## src/rtl/datamem_port_arbiter_pkg.sv

```systemverilog
// Shared constants for the data-memory port-B arbiter: memory geometry,
// arbiter state encodings and the priority-owner flag.
package datamem_port_arbiter_pkg;

  localparam int DATAMEM_BITS  = 12;
  localparam int DATAMEM_WIDTH = 32;
  localparam int VEC_LANES     = 4;

  localparam logic [3:0] WE_NONE = 4'h0;
  localparam logic [3:0] WE_FULL = 4'hF;

  typedef enum logic [1:0] {
    ARB_IDLE    = 2'd0,
    ARB_V_BEAT  = 2'd1,
    ARB_V_DRAIN = 2'd2,
    ARB_CON     = 2'd3
  } arb_state_e;

  typedef enum logic {
    OWNER_VEC = 1'b0,
    OWNER_CON = 1'b1
  } arb_owner_e;

endpackage

```

## src/rtl/datamem_port_arbiter.sv

```systemverilog
// Shares data-memory port B between the protocol controller (single words) and
// the vector coprocessor (4-word bursts), alternating priority on ties.
module datamem_port_arbiter
  import datamem_port_arbiter_pkg::*;
#(
  parameter int ADDR_W = DATAMEM_BITS,
  parameter int DATA_W = DATAMEM_WIDTH,
  parameter int LANES  = VEC_LANES
) (
  input  logic              clk,
  input  logic              rst,
  input  logic              v_req,
  input  logic              v_we,
  input  logic [ADDR_W-1:0] v_addr,
  input  logic [DATA_W-1:0] v_wdata0,
  input  logic [DATA_W-1:0] v_wdata1,
  input  logic [DATA_W-1:0] v_wdata2,
  input  logic [DATA_W-1:0] v_wdata3,
  output logic              v_gnt,
  output logic              v_done,
  output logic [DATA_W-1:0] v_rdata0,
  output logic [DATA_W-1:0] v_rdata1,
  output logic [DATA_W-1:0] v_rdata2,
  output logic [DATA_W-1:0] v_rdata3,
  input  logic              con_req,
  input  logic [3:0]        con_we,
  input  logic [ADDR_W-1:0] con_addr,
  input  logic [DATA_W-1:0] con_wdata,
  output logic              con_gnt,
  output logic              con_rvalid,
  output logic [DATA_W-1:0] con_rdata,
  output logic [ADDR_W-1:0] mem_addr,
  output logic [3:0]        mem_we,
  output logic [DATA_W-1:0] mem_wdata,
  input  logic [DATA_W-1:0] mem_rdata,
  output logic              busy
);

  arb_state_e        state_q;
  arb_owner_e        last_q;
  logic [1:0]        beat_q;
  logic              store_q;
  logic              con_rd_q;
  logic [ADDR_W-1:0] base_q;
  logic [DATA_W-1:0] lane_q   [LANES];
  logic [DATA_W-1:0] gather_q [LANES];
  logic [DATA_W-1:0] v_rdata_q[LANES];

  logic [ADDR_W-1:0] mem_addr_q;
  logic [3:0]        mem_we_q;
  logic [DATA_W-1:0] mem_wdata_q;
  logic              v_gnt_q;
  logic              v_done_q;
  logic              con_gnt_q;
  logic              con_rvalid_q;

  logic       vec_win;
  logic       con_win;
  logic [1:0] beat_nxt;
  logic [1:0] beat_prv;
  logic       last_beat;

  // On a tie the master that did not win last time goes first.
  assign vec_win   = v_req & (~con_req | (last_q == OWNER_CON));
  assign con_win   = con_req & ~vec_win;
  assign beat_nxt  = beat_q + 2'd1;
  assign beat_prv  = beat_q - 2'd1;
  assign last_beat = (beat_q == 2'(LANES - 1));

  always_ff @(posedge clk or posedge rst) begin
    if (rst) begin
      state_q      <= ARB_IDLE;
      last_q       <= OWNER_CON;
      beat_q       <= '0;
      store_q      <= 1'b0;
      con_rd_q     <= 1'b0;
      base_q       <= '0;
      mem_addr_q   <= '0;
      mem_we_q     <= WE_NONE;
      mem_wdata_q  <= '0;
      v_gnt_q      <= 1'b0;
      v_done_q     <= 1'b0;
      con_gnt_q    <= 1'b0;
      con_rvalid_q <= 1'b0;
      for (int i = 0; i < LANES; i++) begin
        lane_q[i]    <= '0;
        gather_q[i]  <= '0;
        v_rdata_q[i] <= '0;
      end
    end else begin
      v_gnt_q      <= 1'b0;
      v_done_q     <= 1'b0;
      con_gnt_q    <= 1'b0;
      con_rvalid_q <= 1'b0;
      unique case (state_q)
        ARB_IDLE: begin
          mem_we_q <= WE_NONE;
          if (vec_win) begin
            state_q     <= ARB_V_BEAT;
            last_q      <= OWNER_VEC;
            beat_q      <= '0;
            store_q     <= v_we;
            base_q      <= v_addr;
            lane_q[0]   <= v_wdata0;
            lane_q[1]   <= v_wdata1;
            lane_q[2]   <= v_wdata2;
            lane_q[3]   <= v_wdata3;
            mem_addr_q  <= v_addr;
            mem_we_q    <= v_we ? WE_FULL : WE_NONE;
            mem_wdata_q <= v_wdata0;
            v_gnt_q     <= 1'b1;
          end else if (con_win) begin
            state_q     <= ARB_CON;
            last_q      <= OWNER_CON;
            con_rd_q    <= (con_we == WE_NONE);
            mem_addr_q  <= con_addr;
            mem_we_q    <= con_we;
            mem_wdata_q <= con_wdata;
            con_gnt_q   <= 1'b1;
          end
        end
        ARB_V_BEAT: begin
          // Read data lags the address by one cycle, so beat k returns lane k-1.
          if (!store_q && beat_q != 2'd0) begin
            gather_q[beat_prv] <= mem_rdata;
          end
          if (last_beat) begin
            mem_we_q <= WE_NONE;
            if (store_q) begin
              state_q  <= ARB_IDLE;
              v_done_q <= 1'b1;
            end else begin
              state_q <= ARB_V_DRAIN;
            end
          end else begin
            beat_q      <= beat_nxt;
            mem_addr_q  <= base_q + ADDR_W'(beat_nxt);
            mem_wdata_q <= lane_q[beat_nxt];
          end
        end
        ARB_V_DRAIN: begin
          // Publish all lanes together so v_rdata only changes when a load completes.
          for (int i = 0; i < LANES - 1; i++) begin
            v_rdata_q[i] <= gather_q[i];
          end
          v_rdata_q[LANES-1] <= mem_rdata;
          v_done_q           <= 1'b1;
          state_q            <= ARB_IDLE;
        end
        ARB_CON: begin
          mem_we_q     <= WE_NONE;
          con_rvalid_q <= con_rd_q;
          state_q      <= ARB_IDLE;
        end
        default: state_q <= ARB_IDLE;
      endcase
    end
  end

  assign mem_addr   = mem_addr_q;
  assign mem_we     = mem_we_q;
  assign mem_wdata  = mem_wdata_q;
  assign v_gnt      = v_gnt_q;
  assign v_done     = v_done_q;
  assign con_gnt    = con_gnt_q;
  assign con_rvalid = con_rvalid_q;
  assign con_rdata  = mem_rdata;
  assign v_rdata0   = v_rdata_q[0];
  assign v_rdata1   = v_rdata_q[1];
  assign v_rdata2   = v_rdata_q[2];
  assign v_rdata3   = v_rdata_q[3];
  assign busy       = (state_q != ARB_IDLE);

endmodule
```

## config.mk

```make
export PLATFORM = sky130hd
export DESIGN_NAME = datamem_port_arbiter
export DESIGN_NICKNAME = d
export VERILOG_FILES = /design/src/rtl/datamem_port_arbiter_pkg.sv /design/src/rtl/datamem_port_arbiter.sv
export SDC_FILE = /design/constraint.sdc
export NUM_CORES = 1
export LEC_CHECK = 0
export ABC_AREA = 1
export BUFFER_PORTS_ARGS = -buffer_cell sky130_fd_sc_hd__buf_4
export CORE_MARGIN = 8
export CORE_UTILIZATION = 58
export DETAILED_ROUTE_END_ITERATION = 8
export GPL_TIMING_DRIVEN = 0
export PLACE_DENSITY = 0.92
export SLEW_MARGIN = 20
export SYNTH_ARGS = -nofsm -noshare
export SYNTH_HDL_FRONTEND = slang
export SYNTH_SLANG_ARGS = --single-unit
```

## constraint.sdc

```tcl
create_clock -name clk -period 24.8 [get_ports clk]
set_input_delay 1.24 -clock clk [delete_from_list [all_inputs] [get_ports clk]]
set_output_delay 1.24 -clock clk [all_outputs]
set_load 0.005 [all_outputs]
```

==> metrics.yaml <==
status: "complete, no violations"
overflow: 0
synth_area_per_cell_um2: 8.194
pin_count: 438
drtAntennaViolNets: 0
die_h_um: 193.5
clock_path_buffers: 3
grt_pass1_vias: 18120
swShare: 0.4013
yosys_warnings: 0
combPwrFrac: 0.416
grt_pass1_wl_um: 98370
fmax_ghz: 0.3238
worst_slew_margin_rel: 0.4929
holdBufCountCts: 0
die_area_um2: 37460
pre_cts_ws_ns: 21.79
row_count: 65
hold_viol: 0
fin_skew_ns: 0.02075
end_kind: "flop"
dr_total_vias: 17670
synth.distinct_cells: 32
hold_ws_ns: 0.4616
initial_core_util: 0.5839
antenna_found_initial: 4
setup_tns_ns: 0
startpoint_type: "flop"
r2r-start: "beat_q[0]"
path_common_cell: "buf_2"
avgRoutedWirePerCell_um: 19.98
ys_ff_latch: 423
firstDrtPassIters: 6
cp_slowest_cell: "dfrtp_1"
drt-initial-drc-count: 1704
crit_path_cell_trace: "inv_1, buf_2, buf_2, ha_1, buf_2, inv_1, clkbuf_1, nand3_1, nand3_1, o21ai_0, nand2_1, nand2_1"
grt_max_degree: 116
cp.arrival_ns: 3.51
power.leakage_uw: 0.01283
rsz0062_at_grt: "no"
ir_drop_mv: 0.07902
p_seq_frac: 0.380
slew_violations: 0
core_area_um2: 31310
internal_power_uw: 1957
syn-num-nets: 2467
cts-root-buf: "clkbuf_16"
worst_slack_ns: 21.71
min_from: "con_rd_q"
path_class: "flop to flop"
finalSetupViolCount: 0
clockPowerShare: 0.204
place_hpwl_um: 45690
min_path_type: "flop to flop"
via_per_inst: 5.602
seq_area_frac_synth: 0.5791
netlist_area_um2: 18280
syn_inst: 2231
wirelength_um: 63030
die_w_um: 193.5
syn_to_final_growth_pct: 29.31
cap_violations: 0
routabilityCongestion: 0.9401
p_sw_uw: 1312
cts_buffers: 43
total_power_uw: 3269
crit_fanout: 12
worstMarginPinSlew_ns: 0.7607
max_stage_delay_ns: 0.43
cts_tree: "built"
critPathLaunch: "beat_q[0]"
portBuffers: 436
critPathTopFamily: "buffers and inverters"
drc: 0
path_buf_inv: 6
finalCriticalPeriod_ns: 3.089
fin_crit_sh: 0.1245
clock_latency_ns: 0.54
worstPathRequired_ns: 25.22
clk_pin_slew_ns: 0.06
drive_gt1_frac: 0.2232
finalNetCount: 2951
p_per_area_nw_per_um2: 138.3
post_cts_buffers: 0
cts.htree.levels: 2
grt_usage: 0.3287
cts_sinks: 423
post_cts_resized: 0
-- cell usage after synthesis --
cell,instances,share of area
o21ai_2,1,0.00048
and2_1,1,0.00034
dfrtp_1,422,0.58
nor2_4,1,0.00062
ha_1,10,0.0068
nor3_1,1,0.00027
nand3_1,116,0.032
nand3_2,3,0.0016
buf_6,5,0.0031
a21boi_0,1,0.00041
buf_1,4,0.00082
o21ai_0,214,0.059
nand4_1,2,0.00068
xor2_1,1,0.00048
inv_4,2,0.00068
nor2_1,27,0.0055
a21oi_1,20,0.0055
nand2_4,3,0.0018
o31ai_1,1,0.00041
buf_2,38,0.010
nor4_1,1,0.00034
a21boi_2,1,0.00062
inv_1,93,0.019
o21ai_1,8,0.0022
fa_1,1,0.0011
o211ai_1,3,0.0012
clkbuf_1,69,0.014
dfstp_2,1,0.0014
nor2_8,1,0.0011
buf_4,41,0.017
nand2_1,1135,0.23
inv_2,4,0.00082
-- power groups by stage --
stage / registers, uW / logic (uW) / clock network [uW]
2_1_floorplan: 1210 / 729 / 0
3_3_place_gp: 1220 / 1260 / 0
3_5_place_dp: 1230 / 1330 / 0
4_1_cts: 1230 / 1350 / 670
5_1_grt: 1270 / 1500 / 698
6_report: 1240 / 1360 / 666
-- cell usage in the layout (no fill, tap or decap), types with 3 or more instances in the layout --
master	instances
nand3_2	3
buf_6	5
buf_16	3
ha_1	10
clkbuf_1	74
diode_2	5
buf_1	4
nand3_1	116
nor2_1	27
a21oi_1	20
buf_2	38
clkbuf_8	17
nand2_1	1135
nand2_4	3
inv_1	92
buf_4	477
o211ai_1	3
dfrtp_1	422
inv_2	4
o21ai_1	8
clkinv_2	6
o21ai_0	214
clkbuf_16	44
-- cell type report --
| type | count | area (um^2) |
|---|---|---|
| fillers | 2210 | 7671 |
| inverters | 99 | 384.1 |
| diodes | 5 | 12.51 |
| flip-flops and latches | 423 | 10590 |
| plain buffers | 157 | 828.3 |
| repair buffers | 439 | 3356 |
| clock buffers | 66 | 1354 |
| clock inverters | 11 | 126.4 |
| multi-input cells | 1552 | 6490 |
| well taps | 402 | 503.0 |
-- state kept, by name, summed over array words and instances (netlist names) --
register	cells
con_rvalid	1
mem_wdata	32
v_rdata1	32
con_rd_q	1
state_q	2
v_rdata0	32
v_rdata2	32
v_rdata3	32
last_q	1
gather_q	96
mem_we	4
con_gnt	1
lane_q	128
v_gnt	1
store_q	1
v_done	1
base_q	12
mem_addr	12
beat_q	2
-- final timing paths --
check | end | slack [ns] | cells after the start
min in group asynchronous | gather_q[59] | 0.83 | 2
setup reg to reg | mem_wdata[4] | 21.71 | 12
hold reg to reg | con_rvalid | 0.46 | 2
setup / recovery | mem_wdata[4] | 21.71 | 12
max in group asynchronous | gather_q[75] | 22.45 | 4
hold / removal | con_rvalid | 0.46 | 2
-- per-stage QoR --
step           std cells  instance area [um^2]  utilization
6_report            3154                 23640       0.7550
5_1_grt             3153                 23640       0.7549
4_1_cts             3149                 23630       0.7546
3_5_place_dp        3072                 22150       0.7073
3_3_place_gp        3069                 22060       0.7045
2_1_floorplan       2231                 18280            -
-- metal layers --
metal  routed length (um)  track usage
met5                    0            0
met4                 3846       0.1941
met2                29020       0.5096
met1                24460       0.4277
met3                 5703      0.06456
-- cell families (layout without fill, tap and decap cells) --
group | after synthesis | count (layout) | synth area share
flip-flops | 423 | 423 | 0.5791
AND/OR/NAND/NOR | 1291 | 1291 | 0.2772
adder cells (fa/ha/maj) | 11 | 11 | 0.007939
other | 0 | 5 | 0
buffers and inverters | 256 | 772 | 0.06591
AO/OA/AOI/OAI | 249 | 249 | 0.06940
XOR/XNOR | 1 | 1 | 0.0004792
-- worst min-delay path, cell delays in order, from the launching register on --
cell	delay (ns)
dfrtp_1	0.34
nand2_1	0.05
inv_1	0.04
Power figures use the tool's default switching activity.
